## src/rtl/ahb_lite_pkg.sv

```systemverilog
// ---------------------------------------------------------------------------
// ahb_lite_pkg
// Shared constants for the single-master AHB-Lite interconnect:
//   - HTRANS and HRESP encodings
//   - data-phase select encodings (slave index, default slave, nothing)
//   - state codes of the two-cycle ERROR sequencer
// ---------------------------------------------------------------------------
package ahb_lite_pkg;

  localparam logic [1:0] HTRANS_IDLE   = 2'b00;
  localparam logic [1:0] HTRANS_BUSY   = 2'b01;
  localparam logic [1:0] HTRANS_NONSEQ = 2'b10;
  localparam logic [1:0] HTRANS_SEQ    = 2'b11;

  localparam logic [1:0] HRESP_OKAY  = 2'b00;
  localparam logic [1:0] HRESP_ERROR = 2'b01;

  // Slave indices 0..15 occupy the low codes; the two top codes mark the
  // default slave and "no data phase in progress".
  typedef logic [4:0] dsel_t;
  localparam dsel_t DSEL_DFLT = 5'h1E;
  localparam dsel_t DSEL_NONE = 5'h1F;

  localparam logic [1:0] SEQ_IDLE = 2'd0;
  localparam logic [1:0] SEQ_ERR1 = 2'd1;
  localparam logic [1:0] SEQ_ERR2 = 2'd2;

  // NONSEQ and SEQ both have bit 1 set; IDLE and BUSY carry no data phase.
  function automatic logic trans_active(input logic [1:0] htrans);
    return htrans[1];
  endfunction

endpackage

```

## src/rtl/ahb_err_seq.sv

```systemverilog
// ---------------------------------------------------------------------------
// ahb_err_seq
// Two-cycle AHB ERROR response generator: IDLE -> ERR1 -> ERR2 -> IDLE.
// Ports:
//   HCLK, HRESET : clock, synchronous active-high reset
//   start        : begin an ERROR response on the next cycle
//   busy         : sequencer is in ERR1 or ERR2
//   hready       : 0 only in ERR1
//   hresp        : ERROR in ERR1/ERR2, OKAY otherwise
// ---------------------------------------------------------------------------
module ahb_err_seq
  import ahb_lite_pkg::*;
(
  input  logic       HCLK,
  input  logic       HRESET,
  input  logic       start,
  output logic       busy,
  output logic       hready,
  output logic [1:0] hresp
);

  logic [1:0] state;

  // ERR2 is the cycle in which the master may issue a new address phase, so
  // a fresh start there chains straight into another ERROR response.
  always_ff @(posedge HCLK) begin
    if (HRESET) begin
      state <= SEQ_IDLE;
    end else begin
      case (state)
        SEQ_IDLE: state <= start ? SEQ_ERR1 : SEQ_IDLE;
        SEQ_ERR1: state <= SEQ_ERR2;
        SEQ_ERR2: state <= start ? SEQ_ERR1 : SEQ_IDLE;
        default:  state <= SEQ_IDLE;
      endcase
    end
  end

  always_comb begin
    busy   = (state == SEQ_ERR1) || (state == SEQ_ERR2);
    hready = (state != SEQ_ERR1);
    hresp  = busy ? HRESP_ERROR : HRESP_OKAY;
  end

endmodule

```

## src/rtl/ahb_lite_sn.sv

```systemverilog
// ---------------------------------------------------------------------------
// ahb_lite_sn
// Single-master AHB-Lite interconnect for 1..16 slaves with address decode,
// REMAP swap, response multiplexer, built-in default (ERROR) slave and a
// stall watchdog that terminates hung transfers with ERROR.
// Ports:
//   HCLK, HRESET          : clock, synchronous active-high reset
//   M_*                   : master address/control/write data in,
//                           M_HRDATA/M_HRESP/M_HREADY back to master
//   S_HADDR..S_HWDATA     : master signals passed through to all slaves
//   S_HREADY              : copy of M_HREADY
//   S_HSEL                : one-hot (or zero) slave select
//   S_HREADYOUT/HRESP/HRDATA : packed per-slave responses
//   REMAP                 : swap slot 0 with slot P_REMAP_IDX
//   TO_CLR/TO_FLAG/TO_ADDR: watchdog flag clear, sticky flag, stalled address
// ---------------------------------------------------------------------------
module ahb_lite_sn
  import ahb_lite_pkg::*;
#(
  parameter int           P_NUM       = 4,
  parameter logic [511:0] P_START     = {16{32'h0}},
  parameter logic [511:0] P_SIZE      = {16{32'h0001_0000}},
  parameter int           P_REMAP_IDX = 1,
  parameter int           P_TIMEOUT   = 256
) (
  input  logic                 HCLK,
  input  logic                 HRESET,
  input  logic [31:0]          M_HADDR,
  input  logic [1:0]           M_HTRANS,
  input  logic                 M_HWRITE,
  input  logic [2:0]           M_HSIZE,
  input  logic [2:0]           M_HBURST,
  input  logic [3:0]           M_HPROT,
  input  logic [31:0]          M_HWDATA,
  output logic [31:0]          M_HRDATA,
  output logic [1:0]           M_HRESP,
  output logic                 M_HREADY,
  output logic [31:0]          S_HADDR,
  output logic [1:0]           S_HTRANS,
  output logic                 S_HWRITE,
  output logic [2:0]           S_HSIZE,
  output logic [2:0]           S_HBURST,
  output logic [3:0]           S_HPROT,
  output logic [31:0]          S_HWDATA,
  output logic                 S_HREADY,
  output logic [P_NUM-1:0]     S_HSEL,
  input  logic [P_NUM-1:0]     S_HREADYOUT,
  input  logic [2*P_NUM-1:0]   S_HRESP,
  input  logic [32*P_NUM-1:0]  S_HRDATA,
  input  logic                 REMAP,
  input  logic                 TO_CLR,
  output logic                 TO_FLAG,
  output logic [31:0]          TO_ADDR
);

  // With a single slave there is nothing to swap; pointing the swap at slot 0
  // turns it into a no-op without extra conditions.
  localparam int REMAP_IDX = (P_NUM > 1) ? P_REMAP_IDX : 0;

  localparam int CW = (P_TIMEOUT < 1) ? 1 : $clog2(P_TIMEOUT + 1);
  localparam logic [CW-1:0] CNT_LAST = (P_TIMEOUT == 0) ? '0 : CW'(P_TIMEOUT - 1);

  logic [P_NUM-1:0] hit_raw;
  logic [P_NUM-1:0] hit_sw;
  dsel_t            asel;
  dsel_t            dsel;
  logic [31:0]      daddr;

  logic             slv_ready;
  logic [1:0]       slv_resp;
  logic [31:0]      slv_rdata;
  logic             dsel_real;

  logic             dflt_start;
  logic             dflt_busy;
  logic             dflt_hready;
  logic [1:0]       dflt_hresp;

  logic             wd_fire;
  logic             wd_busy;
  logic             wd_hready;
  logic [1:0]       wd_hresp;
  logic             stall;
  logic [CW-1:0]    cnt;

  assign S_HADDR  = M_HADDR;
  assign S_HTRANS = M_HTRANS;
  assign S_HWRITE = M_HWRITE;
  assign S_HSIZE  = M_HSIZE;
  assign S_HBURST = M_HBURST;
  assign S_HPROT  = M_HPROT;
  assign S_HWDATA = M_HWDATA;
  assign S_HREADY = M_HREADY;

  // Region compare in 33 bits so a region ending exactly at 2^32 is legal.
  always_comb begin
    logic [32:0] lo;
    logic [32:0] hi;
    lo      = '0;
    hi      = '0;
    hit_raw = '0;
    for (int i = 0; i < P_NUM; i++) begin
      lo = {1'b0, P_START[32*i +: 32]};
      hi = lo + {1'b0, P_SIZE[32*i +: 32]};
      hit_raw[i] = ({1'b0, M_HADDR} >= lo) && ({1'b0, M_HADDR} < hi);
    end
  end

  // REMAP exchanges the hits of slot 0 and the remap slot, then the lowest
  // hitting index wins so overlapping regions still give a one-hot select.
  always_comb begin
    hit_sw = hit_raw;
    if (REMAP) begin
      hit_sw[0]         = hit_raw[REMAP_IDX];
      hit_sw[REMAP_IDX] = hit_raw[0];
    end
    asel   = DSEL_DFLT;
    S_HSEL = '0;
    for (int i = P_NUM - 1; i >= 0; i--) begin
      if (hit_sw[i]) begin
        asel      = dsel_t'(i);
        S_HSEL    = '0;
        S_HSEL[i] = 1'b1;
      end
    end
  end

  always_ff @(posedge HCLK) begin
    if (HRESET) begin
      dsel  <= DSEL_NONE;
      daddr <= '0;
    end else if (M_HREADY) begin
      dsel  <= asel;
      daddr <= M_HADDR;
    end
  end

  // Pick the responding slave's raw outputs; dsel_real tells the watchdog and
  // the final mux that a real slave owns the data phase.
  always_comb begin
    slv_ready = 1'b1;
    slv_resp  = HRESP_OKAY;
    slv_rdata = '0;
    dsel_real = 1'b0;
    for (int i = 0; i < P_NUM; i++) begin
      if (dsel == dsel_t'(i)) begin
        slv_ready = S_HREADYOUT[i];
        slv_resp  = S_HRESP[2*i +: 2];
        slv_rdata = S_HRDATA[32*i +: 32];
        dsel_real = 1'b1;
      end
    end
  end

  // The watchdog override takes precedence over everything, slave outputs
  // included, until its ERROR response has been delivered.
  always_comb begin
    if (wd_busy) begin
      M_HREADY = wd_hready;
      M_HRESP  = wd_hresp;
      M_HRDATA = '0;
    end else if (dsel_real) begin
      M_HREADY = slv_ready;
      M_HRESP  = slv_resp;
      M_HRDATA = slv_rdata;
    end else if (dsel == DSEL_DFLT) begin
      M_HREADY = dflt_hready;
      M_HRESP  = dflt_hresp;
      M_HRDATA = '0;
    end else begin
      M_HREADY = 1'b1;
      M_HRESP  = HRESP_OKAY;
      M_HRDATA = '0;
    end
  end

  assign dflt_start = (asel == DSEL_DFLT) && M_HREADY && trans_active(M_HTRANS);

  ahb_err_seq u_dflt (
    .HCLK   (HCLK),
    .HRESET (HRESET),
    .start  (dflt_start),
    .busy   (dflt_busy),
    .hready (dflt_hready),
    .hresp  (dflt_hresp)
  );

  // A stall is a real slave holding HREADYOUT low in the data phase. The
  // final stall cycle is the one where cnt already equals P_TIMEOUT-1.
  assign stall   = dsel_real && !slv_ready;
  assign wd_fire = (P_TIMEOUT != 0) && !wd_busy && stall && (cnt == CNT_LAST);

  // Counter saturates rather than wrapping, and is held at zero while the
  // override runs so a stale count cannot leak into the next transfer.
  always_ff @(posedge HCLK) begin
    if (HRESET) begin
      cnt <= '0;
    end else if (wd_fire || wd_busy || !stall) begin
      cnt <= '0;
    end else if (cnt != CNT_LAST) begin
      cnt <= cnt + 1'b1;
    end
  end

  ahb_err_seq u_wd (
    .HCLK   (HCLK),
    .HRESET (HRESET),
    .start  (wd_fire),
    .busy   (wd_busy),
    .hready (wd_hready),
    .hresp  (wd_hresp)
  );

  // Set has priority over clear so a timeout is never lost to a late TO_CLR.
  always_ff @(posedge HCLK) begin
    if (HRESET) begin
      TO_FLAG <= 1'b0;
      TO_ADDR <= '0;
    end else begin
      if (wd_fire) begin
        TO_FLAG <= 1'b1;
        TO_ADDR <= daddr;
      end else if (TO_CLR) begin
        TO_FLAG <= 1'b0;
      end
    end
  end

endmodule

```

## config.mk

```make
export PLATFORM = sky130hd
export DESIGN_NAME = ahb_lite_sn
export DESIGN_NICKNAME = d
export VERILOG_FILES = /design/src/rtl/ahb_lite_pkg.sv /design/src/rtl/ahb_err_seq.sv /design/src/rtl/ahb_lite_sn.sv
export SDC_FILE = /design/constraint.sdc
export NUM_CORES = 1
export LEC_CHECK = 0
export BUFFER_PORTS_ARGS = -buffer_cell sky130_fd_sc_hd__buf_2
export CAP_MARGIN = 30
export CORE_AREA = 3 3 143 145
export CTS_CLUSTER_SIZE = 40
export DETAILED_ROUTE_END_ITERATION = 8
export DIE_AREA = 0 0 146 148
export HOLD_SLACK_MARGIN = 0.08
export PLACE_DENSITY = 0.59
export SYNTH_ARGS = -nofsm -noshare
export SYNTH_HDL_FRONTEND = slang
export SYNTH_SLANG_ARGS = --single-unit
```

## constraint.sdc

```tcl
create_clock -name HCLK -period 2.7 [get_ports HCLK]
set_clock_uncertainty 0.05 [all_clocks]
set_input_delay 0.405 -clock HCLK [delete_from_list [all_inputs] [get_ports HCLK]]
set_output_delay 0.405 -clock HCLK [all_outputs]
set_load 0.01 [all_outputs]
```

==> summary.md, run 1 <==
| Metric | Value |
|---|---|
| Final nets | 878 |
| Vias/cell | 4.19 |
| Clk_lat worst skew | about 330 ps |
| Syn Inst Count | 533 |
| Slowest CP cell | or2_2 |
| ANT cells | 0 |
| Share of the yosys chip area belonging to registers | 0.366 |
| Post-synthesis mux area share | 0.0801 |
| Core ar. | 19300 µm² |
| Hold buffers post-CTS | 0 |
| Worst slew pin tran | 730 ps |
| Commonest non-fill, non-tap cell in the layout | buf_2 |
| CP top delay family | simple AND/OR/NAND/NOR gates |
| WS Path Type | reg2out |
| Library cells used by synthesis | 38 |
| Final setup fails | 0 |
| Post-Route WL | 13100 µm |
| Port Buffers | approximately 210 |
| Clock Sinks | 80 |
| Synth Register Bits | 80 |
| Wire per inst | 14.2 µm |
| # DRC | 0 |
| Cts repair resizes | 0 |
| RD Place Congestion | 0.756 |
| Final hold vios | 0 |
| Post-Synthesis Cell Area | 4380 µm² |
| Die Ht | ~150 µm |
| Worst Hold Class | in2reg |
| Max Clock Freq | 408 MHz |
| Fin crit period | 2450 ps |
| Largest net degree at the start of global routing | 40 |
| Die area | 21600 µm² |
| FF+latch area | 1600 µm² |
| Inst Count DP | 901 |
| Area occupied by multi-input gates | 1950 µm² |
| Initial DRC count | around 140 |
| Die W | 146 µm |
| First-pass GRT wire length | 19800 µm |
| Clock Path Buffers | 2 |
| Initial antenna violation count | 2 |
| Met3 Resource Use GR | 0.0313 |
| Fin. max-slew vios | 0 |
| Worst Setup Start Kind | flop |
| Simple-Gate Fraction of Synth Area | 0.176 |
| CP Buf/Inv Count | 2 |
| Area fraction in compound gates after synthesis | 0.145 |
| Clock Tree Root | clkbuf_16 |
| R2R setup slack | 610 ps |
| Row Count | 51 |
| Yosys top cell by area | dfxtp_1 |
| Post-synthesis xor/xnor area fraction | 0.0120 |
| Max cap viols | 0 |
| Final non-filler cell total | between 900 and 1000 |
| Part of the cycle the worst path needs | 0.907 |
| Unrepaired setup endpoints after global routing | false |
| Met1 usage | 0.143 |
| Crit-path max cell delay | ~530 ps |
| Critical path arrival | 1990 ps |
| Clock slew at the register clock pins of the worst setup and hold paths | 60 ps |
| Largest family of logic cells by synthesized area | buffers and inverters |
| Gr ovfl total | 0 |
| Total setup buffers inserted after CTS | 0 |
| Leak | 2.48 nW |
| Top-area cell type share of the netlist area | 0.366 |
| Synthesis-to-finish area growth | 23.2% |
| Synthesis Warnings | 0 |
| H-tree depth | 3 |
| Fill cells | 2109 |
| Pwr dens | 532 nW/µm² |
| Max_slew headroom | 0.513 |
| Top Ports | approximately 370 |
| CTS buffer count | 9 |
| First-pass DRT Iterations | 4 |
| Worst Path Max Fanout | 33 |
| Setup Total Neg Slack | 0 ps |
| Vias | 3839 |
| Commonest cells after routing, fill and taps aside | buf_2 (208), dfxtp_1 (79), nand2_1 (64) |
| Vias in the first global route | 3642 |
| Maximum vdd drop | 265 µV |
| Synth top area cells | dfxtp_1 (37%), buf_4 (14%), mux2i_1 (8.0%) |
| Global-route track usage on met2 | 0.204 |
| Adder-cell share of the synthesized area | 0.0286 |
| Worst path required time | 2250 ps |
| Cell Chain, Critical Path | inv_1, ha_1, or2_2, nor2_1, buf_2 |
| Tot GR Track Use | 0.117 |
| Status | complete, no violations |
| Most used routing layer | met2 |
| HPWL after DPL | 9550 µm |
| CTS tree | built |
| CP endpoint kind | output port |
| Post-route ant nets | 0 |
| Layout cells sized above 1 | 0.403 |
| Initial Utilization | 0.226 |
| Syn avg cell area | 8.21 µm² |
[where the power goes]
group | total [mW] | switching [mW] | leakage (nW) | internal [mW]
clock network | 1.34 | 0.480 | 0.165 | 0.859
registers | 1.23 | 0.0171 | 0.653 | 1.21
logic | 0.299 | 0.159 | 1.67 | 0.141
[cell type report]
cell class                      instances  share of cell area
Timing Repair Buffer                  218               0.212
Sequential cell                        80               0.297
Inverter                                9             0.00627
Clock inverter                          5              0.0146
Tap cell                              265              0.0615
Multi-Input combinational cell        329               0.362
Clock buffer                           11              0.0469
[state kept, by name (all words and copies together), names as in the netlist]
name          count
TO_ADDR          32
TO_FLAG           1
cnt               9
daddr            32
dsel              2
u_dflt.state      2
u_wd.state        2
[cell families after synthesis]
family          Yosys count
buf+inv                 126
other cells               1
flops                    80
simple gates            170
mux                      35
xor+xnor                  6
compound gates          105
fa+ha+maj                10
[worst paths after layout]
path,cells past startpoint,start,to
setup reg to reg,7,u_wd.state[0],dsel[3]
hold reg to reg,2,TO_ADDR[18],TO_ADDR[18]
hold / removal,3,M_HADDR[13],daddr[13]
setup / recovery,5,u_wd.state[0],M_HRDATA[31]
[metal layers]
| layer | vias to the layer above | share of wire |
|---|---|---|
| met5 | - | 0 |
| met4 | 0 | 0.012 |
| met3 | 13 | 0.071 |
| met2 | 182 | 0.49 |
| met1 | 1716 | 0.43 |
| li1 | 1928 | - |
[Yosys cell counts, drive strengths merged]
cell type  number
or2             1
mux2i          35
and4b           1
nand2          64
nor2           46
nor3b           2
xor2            3
clkbuf         17
nor2b           3
and3            4
a31oi           1
nor3            1
xnor2           3
dfxtp          80
nor4            5
a21o            2
nand3          38
o21ai          35
inv             9
and4            1
a311oi          1
conb            1
buf           100
a311o           1
ha             10
a21oi          65
nand2b          4
[tightest hold or removal path, cell delays in order]
cell and delay [ps]:
buf_2 110, o21ai_2 60, a21oi_2 50
[through the flow]
stage | total power, mW | hold WS, ps | utilization | instance area, µm² | setup WS (ps)
global route | 3.00 | 287 | 0.279 | 5390 | 72.8
global placement | 1.56 | 381 | 0.262 | 5060 | 580
floorplan | 1.52 | 363 | - | 4380 | 660
detailed placement | 1.56 | 392 | 0.262 | 5060 | 569
CTS | 2.92 | 264 | 0.279 | 5390 | 188
finish | 2.87 | 285 | 0.279 | 5390 | 250
Note: power is estimated with default switching activity, not from simulation.
==> run 2, diff against run 1 <==
--- a/config.mk
+++ b/config.mk
@@ -5,14 +5,15 @@
 export SDC_FILE = /design/constraint.sdc
 export NUM_CORES = 1
 export LEC_CHECK = 0
-export BUFFER_PORTS_ARGS = -buffer_cell sky130_fd_sc_hd__buf_2
 export CAP_MARGIN = 30
 export CORE_AREA = 3 3 143 145
 export CTS_CLUSTER_SIZE = 40
 export DETAILED_ROUTE_END_ITERATION = 8
 export DIE_AREA = 0 0 146 148
+export DONT_BUFFER_PORTS = 1
 export HOLD_SLACK_MARGIN = 0.08
-export PLACE_DENSITY = 0.59
+export PLACE_DENSITY = 0.43
+export SETUP_SLACK_MARGIN = 0.2
 export SYNTH_ARGS = -nofsm -noshare
 export SYNTH_HDL_FRONTEND = slang
 export SYNTH_SLANG_ARGS = --single-unit
==> run 2 against run 1 <==
  * Worst hold slack worse by 140 ps
  * Critical path depth did not move
  * Cell count shrank 22%
  * Largest cell class unchanged
  * Highest routed layer is now met5
==> summary.md, run 2 (synthesis gave the netlist of run 1 again) <==
| Metric | Value |
|---|---|
| Final Util | 0.226 (was 0.279) |
| Fin crit period | 2340 ps (was 2450 ps) |
| Commonest non-fill, non-tap cell in the layout | dfxtp_1 (was buf_2) |
| Initial DRC count | 148 (was 135) |
| Clk_lat worst skew | 350 ps (was 330 ps) |
| H-tree depth | 3 (unchanged) |
| First-pass DRT Iterations | 4 (unchanged) |
| Pwr dens | 608 nW/µm² (was 532 nW/µm²) |
| Hold path startpoint | M_HADDR[20] (was M_HADDR[13]) |
| Status | complete, no violations (unchanged) |
| Final setup fails | 0 (unchanged) |
| Leak | 1.55 nW (was 2.48 nW) |
| Die Ht | 148 µm (unchanged) |
| Clock Path Buffers | 2 (unchanged) |
| RD Place Congestion | 0.722 (was 0.756) |
| CP Buf/Inv Count | 2 (unchanged) |
| Die W | 146 µm (unchanged) |
| Setup Total Neg Slack | 0 ps (unchanged) |
| Max Clock Freq | 427 MHz (was 408 MHz) |
| Max cap viols | 0 (unchanged) |
| CP endpoint kind | output port (unchanged) |
| Unrepaired setup endpoints after global routing | false (unchanged) |
| Largest net degree at the start of global routing | 66 (was 40) |
| Final hold slack | 142 ps (was 285 ps) |
| Top Ports | 371 (unchanged) |
| Worst slew pin tran | 551 ps (was 730 ps) |
| Total setup buffers inserted after CTS | 0 (unchanged) |
| Layout cells sized above 1 | 0.132 (was 0.403) |
| Initial antenna violation count | 3 (was 2) |
| Commonest cells after routing, fill and taps aside | dfxtp_1 (79), nand2_1 (64), a21oi_1 (55) (was buf_2 (208), dfxtp_1 (79), nand2_1 (64)) |
| Worst Setup SP | u_wd.state[0] (unchanged) |
| Die area | 21600 µm² (unchanged) |
| Worst path required time | 2250 ps (about the same) |
| Slowest CP cell | or2_4 (was or2_2) |
| Cell Chain, Critical Path | inv_1, ha_1, or2_4, nor2_1, buf_4 (was inv_1, ha_1, or2_2, nor2_1, buf_2) |
| Vias in the first global route | 3239 (was 3642) |
| Core ar. | 19300 µm² (unchanged) |
| Largest regs | TO_ADDR (32), daddr (32), cnt (9) (unchanged) |
| Clock Tree Root | clkbuf_16 (unchanged) |
| First-pass GRT wire length | 19700 µm (was 19800 µm) |
| Initial Utilization | 0.226 (unchanged) |
| FF-to-FF Start | u_wd.state[0] (unchanged) |
| WS Path Type | reg2out (unchanged) |
| Post-Route WL | 13400 µm (was 13100 µm) |
| Worst Hold Class | in2reg (unchanged) |
| CP top delay family | simple AND/OR/NAND/NOR gates (unchanged) |
| Max_slew headroom | 0.633 (was 0.513) |
| CTS buffer count | 9 (unchanged) |
| Critical path arrival | 1890 ps (was 1990 ps) |
| Synthesis-to-finish area growth | -0.343% (was 23.2%) |
| CTS tree | built (unchanged) |
| Final hold vios | 0 (unchanged) |
| ANT cells | 0 (unchanged) |
| Port Buffers | 0 (was 208) |
| Clock Sinks | 80 (unchanged) |
| Worst Path Max Fanout | 33 (unchanged) |
| Fin. max-slew vios | 0 (unchanged) |
| Final nets | 674 (was 878) |
| Part of the cycle the worst path needs | 0.867 (was 0.907) |
| Maximum vdd drop | 210 µV (was 265 µV) |
| Vias | 3242 (was 3839) |
| # DRC | 0 (unchanged) |
| Worst Setup Start Kind | flop (unchanged) |
| Wire per inst | 18.9 µm (was 14.2 µm) |
| Tot GR Track Use | 0.121 (was 0.117) |
| Vias/cell | 4.55 (was 4.19) |
| Clock slew at the register clock pins of the worst setup and hold paths | 70 ps (was 60 ps) |
| Gr ovfl total | 0 (unchanged) |
| Row Count | 51 (unchanged) |
| Post-route ant nets | 0 (unchanged) |
| HPWL after DPL | 9780 µm (was 9550 µm) |
| Crit-path max cell delay | 390 ps (was 530 ps) |
==> run 2: path summary, 6_finish.rpt <==
kind	end	slack, ps	depth (start not counted)
setup / recovery	M_HRESP[1]	360	5
hold / removal	daddr[20]	140	2
setup reg to reg	TO_ADDR[30]	600	8
hold reg to reg	cnt[0]	400	1
==> run 2: worst register-to-register path: cells and delay by family (launching register included) <==
kind,cells,cell delay [ps]
flops,1,360
fa+ha+maj,1,380
compound gates,1,130
buf+inv,3,620
simple gates,3,480
==> run 2: metal layers <==
metal / share of wire / vias up / track usage
li1: - / 1522 / -
met3: 0.088 / 46 / 0.0371
met1: 0.35 / 1478 / 0.122
met5: 0.0021 / - / 0
met4: 0.052 / 6 / 0.0804
met2: 0.50 / 190 / 0.216
==> run 2: repair_timing <==
item | 4_1_cts | 5_1_grt
hold buffers | 3 | 0
endpoints found under the hold margin | 65 | 0
setup endpoints to repair | 8 | 0
gates resized for setup | 3 | 0
==> run 2: stage by stage <==
step	power (mW)	setup WS (ps)	instances	cell area, µm²
finish	2.65	359	713	4360
global route	2.77	255	713	4360
CTS	2.69	327	713	4360
detailed placement	1.40	492	694	4000
global placement	1.40	533	694	4000
floorplan	1.52	660	535	4380
==> run 2: final cells by class <==
class,instances,area (µm²)
multi-input cells,329,1960
well taps,265,332
fillers,2143,15000
inverters,9,33.8
clock buffers,9,225
flip-flops and latches,80,1600
clock inverters,7,80.1
repair buffers,14,130
==> run 2: power by group <==
part	switching, mW	internal [mW]	total (mW)	leakage [nW]
combinational	0.0966	0.0736	0.170	0.753
sequential	0.0178	1.21	1.23	0.653
clock	0.524	0.724	1.25	0.142
==> run 3, diff against run 2 <==
--- a/config.mk
+++ b/config.mk
@@ -11,7 +11,7 @@
 export DETAILED_ROUTE_END_ITERATION = 8
 export DIE_AREA = 0 0 146 148
 export DONT_BUFFER_PORTS = 1
-export HOLD_SLACK_MARGIN = 0.08
+export HOLD_SLACK_MARGIN = 0.02
 export PLACE_DENSITY = 0.43
 export SETUP_SLACK_MARGIN = 0.2
 export SYNTH_ARGS = -nofsm -noshare
==> constraint.sdc (replaced) <==
create_clock -name HCLK -period 2.7 [get_ports HCLK]
set_clock_uncertainty 0.05 [all_clocks]
set_input_delay 0.54 -clock HCLK [delete_from_list [all_inputs] [get_ports HCLK]]
set_output_delay 0.54 -clock HCLK [all_outputs]
set_load 0.01 [all_outputs]
==> run 3 against run 2 <==
  * Wire length fell by 2.3%
  * Global-route usage fell by 0.25 points
  * Worst hold slack improved by 70 ps
  * Total power is 6.2% higher
  * Critical endpoint is now M_HRDATA[0]
  * Sequential share of layout area is 0.24 points lower
==> summary.md, run 3 (synthesis gave the netlist of run 1 again) <==
| Metric | Value |
|---|---|
| Final Util | 0.227 (was 0.226) |
| Synthesis-to-finish area growth | 0.315% (was -0.343%) |
| Clock Path Buffers | 2 (unchanged) |
| Part of the cycle the worst path needs | 0.882 (was 0.867) |
| Final hold vios | 0 (unchanged) |
| Status | complete, no violations (unchanged) |
| Die area | 21600 µm² (unchanged) |
| Clock power share | 0.511 (was 0.471) |
| # DRC | 0 (unchanged) |
| WHS Endpoint | daddr[13] (was daddr[20]) |
| Hold buffers post-CTS | 0 (was 3) |
| Worst Setup Start Kind | flop (unchanged) |
| Largest regs | TO_ADDR (32), daddr (32), cnt (9) (unchanged) |
| Vias/cell | 4.52 (was 4.55) |
| Max Clock Freq | 420 MHz (was 427 MHz) |
| Unrepaired setup endpoints after global routing | false (unchanged) |
| Crit-path max cell delay | 420 ps (was 390 ps) |
| Final setup fails | 0 (unchanged) |
| HPWL after DPL | 9820 µm (was 9780 µm) |
| RD Place Congestion | 0.747 (was 0.722) |
| Post-route ant nets | 0 (unchanged) |
| Worst slew pin tran | 559 ps (was 551 ps) |
| Largest net degree at the start of global routing | 73 (was 66) |
| Maximum vdd drop | 235 µV (was 210 µV) |
| Max_slew headroom | 0.628 (was 0.633) |
| Final hold slack | 212 ps (was 142 ps) |
| Commonest cells after routing, fill and taps aside | dfxtp_1 (79), nand2_1 (64), a21oi_1 (55) (unchanged) |
| Hold path startpoint | HRESET (was M_HADDR[20]) |
| Layout cells sized above 1 | 0.135 (was 0.132) |
| Leak | 1.56 nW (was 1.55 nW) |
| Worst Path Max Fanout | 9 (was 33) |
| Cell Int Power | 2.22 mW (was 2.01 mW) |
| Comb pwr share | 0.051 (was 0.064) |
| Worst path required time | 2110 ps (was 2250 ps) |
| Power Total | 2.81 mW (was 2.65 mW) |
| First-pass DRT Iterations | 4 (unchanged) |
| Die Ht | 148 µm (unchanged) |
| Tot GR Track Use | 0.118 (was 0.121) |
| CP Buf/Inv Count | 1 (was 2) |
| Sequential share of power | 0.438 (was 0.465) |
| First-pass GRT wire length | 19600 µm (was 19700 µm) |
| Fin. max-slew vios | 0 (unchanged) |
| R2r worst-path depth | 7 (was 8) |
| Vias | 3217 (was 3242) |
| Vias in the first global route | 3243 (was 3239) |
| Worst Hold Class | in2reg (unchanged) |
| Switching Power | 599 µW (was 638 µW) |
| Max cap viols | 0 (unchanged) |
| Switch share | 0.213 (was 0.241) |
| Port Buffers | 0 (unchanged) |
| Total setup buffers inserted after CTS | 0 (unchanged) |
| WS Path Type | reg2out (unchanged) |
| Final nets | 671 (was 674) |
| Setup Total Neg Slack | 0 ps (unchanged) |
| R2R setup slack | 560 ps (was 600 ps) |
| Row Count | 51 (unchanged) |
| FF-to-FF Start | u_dflt.state[1] (was u_wd.state[0]) |
| Gr ovfl total | 0 (unchanged) |
| CP top delay family | simple AND/OR/NAND/NOR gates (unchanged) |
| Hold-critical path depth | 1 (was 2) |
| CP endpoint kind | output port (unchanged) |
| Clock Tree Root | clkbuf_16 (unchanged) |
| Die W | 146 µm (unchanged) |
| Clk_lat worst skew | 340 ps (was 350 ps) |
| H-tree depth | 3 (unchanged) |
| Pwr dens | 641 nW/µm² (was 608 nW/µm²) |
| Initial DRC count | 119 (was 148) |
| Initial Utilization | 0.226 (unchanged) |
| Clock Sinks | 80 (unchanged) |
| Post-Route WL | 13100 µm (was 13400 µm) |
| Initial antenna violation count | 3 (unchanged) |
| Commonest non-fill, non-tap cell in the layout | dfxtp_1 (unchanged) |
| Wire per inst | 18.5 µm (was 18.9 µm) |
| Core ar. | 19300 µm² (unchanged) |
| Clock slew at the register clock pins of the worst setup and hold paths | 60 ps (was 70 ps) |
| Dpl cell area | 4000 µm² (about the same) |
| Cell Chain, Critical Path | inv_1, ha_4, or2_2, nor2_1 (was inv_1, ha_1, or2_4, nor2_1, buf_4) |
| Fin area | 4390 µm² (was 4360 µm²) |
| Slowest CP cell | or2_2 (was or2_4) |
| Worst R2R End | daddr[1] (was TO_ADDR[30]) |
| CTS buffer count | 9 (unchanged) |
| Critical path arrival | 1790 ps (was 1890 ps) |
| Top Ports | 371 (unchanged) |
| Fin crit period | 2380 ps (was 2340 ps) |
| CTS tree | built (unchanged) |
## run 3: cell types whose count changed in the layout (fill, tap and decap cells not counted), moves of 2 or more
cell	change
dlygate4sd3_1	-2
buf_4	-3
clkinv_4	-2
bufinv_16	+2
## run 3: worst max-delay path by stage
stage                  start            to  cells after the start
6_report       u_wd.state[0]   M_HRDATA[0]                      4
4_1_cts        u_wd.state[0]    M_HRESP[1]                      5
5_1_grt        u_wd.state[0]   M_HRDATA[0]                      4
2_1_floorplan  u_wd.state[0]  M_HRDATA[10]                      6
3_5_place_dp   u_wd.state[0]  M_HRDATA[19]                      4
3_3_place_gp   u_wd.state[0]  M_HRDATA[19]                      4
## run 3: area by class of cell
| class | count | area (µm²) |
|---|---|---|
| Tap cell | 265 | 332 |
| Clock buffer | 10 | 239 |
| Antenna cell | 1 | 2.50 |
| Multi-Input combinational cell | 331 | 1980 |
| Timing Repair Buffer | 9 | 80.1 |
| Inverter | 9 | 33.8 |
| Sequential cell | 80 | 1600 |
| Fill cell | 2126 | 14900 |
| Clock inverter | 6 | 115 |
## run 3: worst reg2reg max path: cells and delay by family (launching register included)
| family | cells | cell delay, ps |
|---|---|---|
| fa+ha+maj | 1 | 190 |
| compound gates | 3 | 760 |
| flops | 1 | 370 |
| buf+inv | 2 | 510 |
| simple gates | 1 | 210 |
## run 3: per-layer routing
layer  wire length, µm  global-route usage  share of wire
met5                21                   0         0.0016
met4               405              0.0513          0.031
met3              1260              0.0451          0.096
met2              6950               0.221           0.53
met1              4500               0.117           0.34
## run 3: what timing repair did
item                                    in CTS  in global routing
pin swaps                                    0                  1
gates cloned                                 1                  1
resized for setup                            5                  2
endpoints found under the setup margin      33                  3
## run 3: power groups by stage
stage	logic (mW)	clock network (mW)	registers (mW)
after CTS	0.147	1.48	1.23
after global routing	0.161	1.54	1.24
after detailed placement	0.146	0	1.26
after floorplan	0.264	0	1.25
after global placement	0.142	0	1.26
final	0.144	1.44	1.23
## run 3: metrics by stage
| step | setup slack [ps] | cells |
|---|---|---|
| 2_1_floorplan | 525 | 535 |
| 3_3_place_gp | 340 | 692 |
| 3_5_place_dp | 297 | 692 |
| 4_1_cts | 254 | 709 |
| 5_1_grt | 231 | 710 |
| 6_report | 319 | 711 |
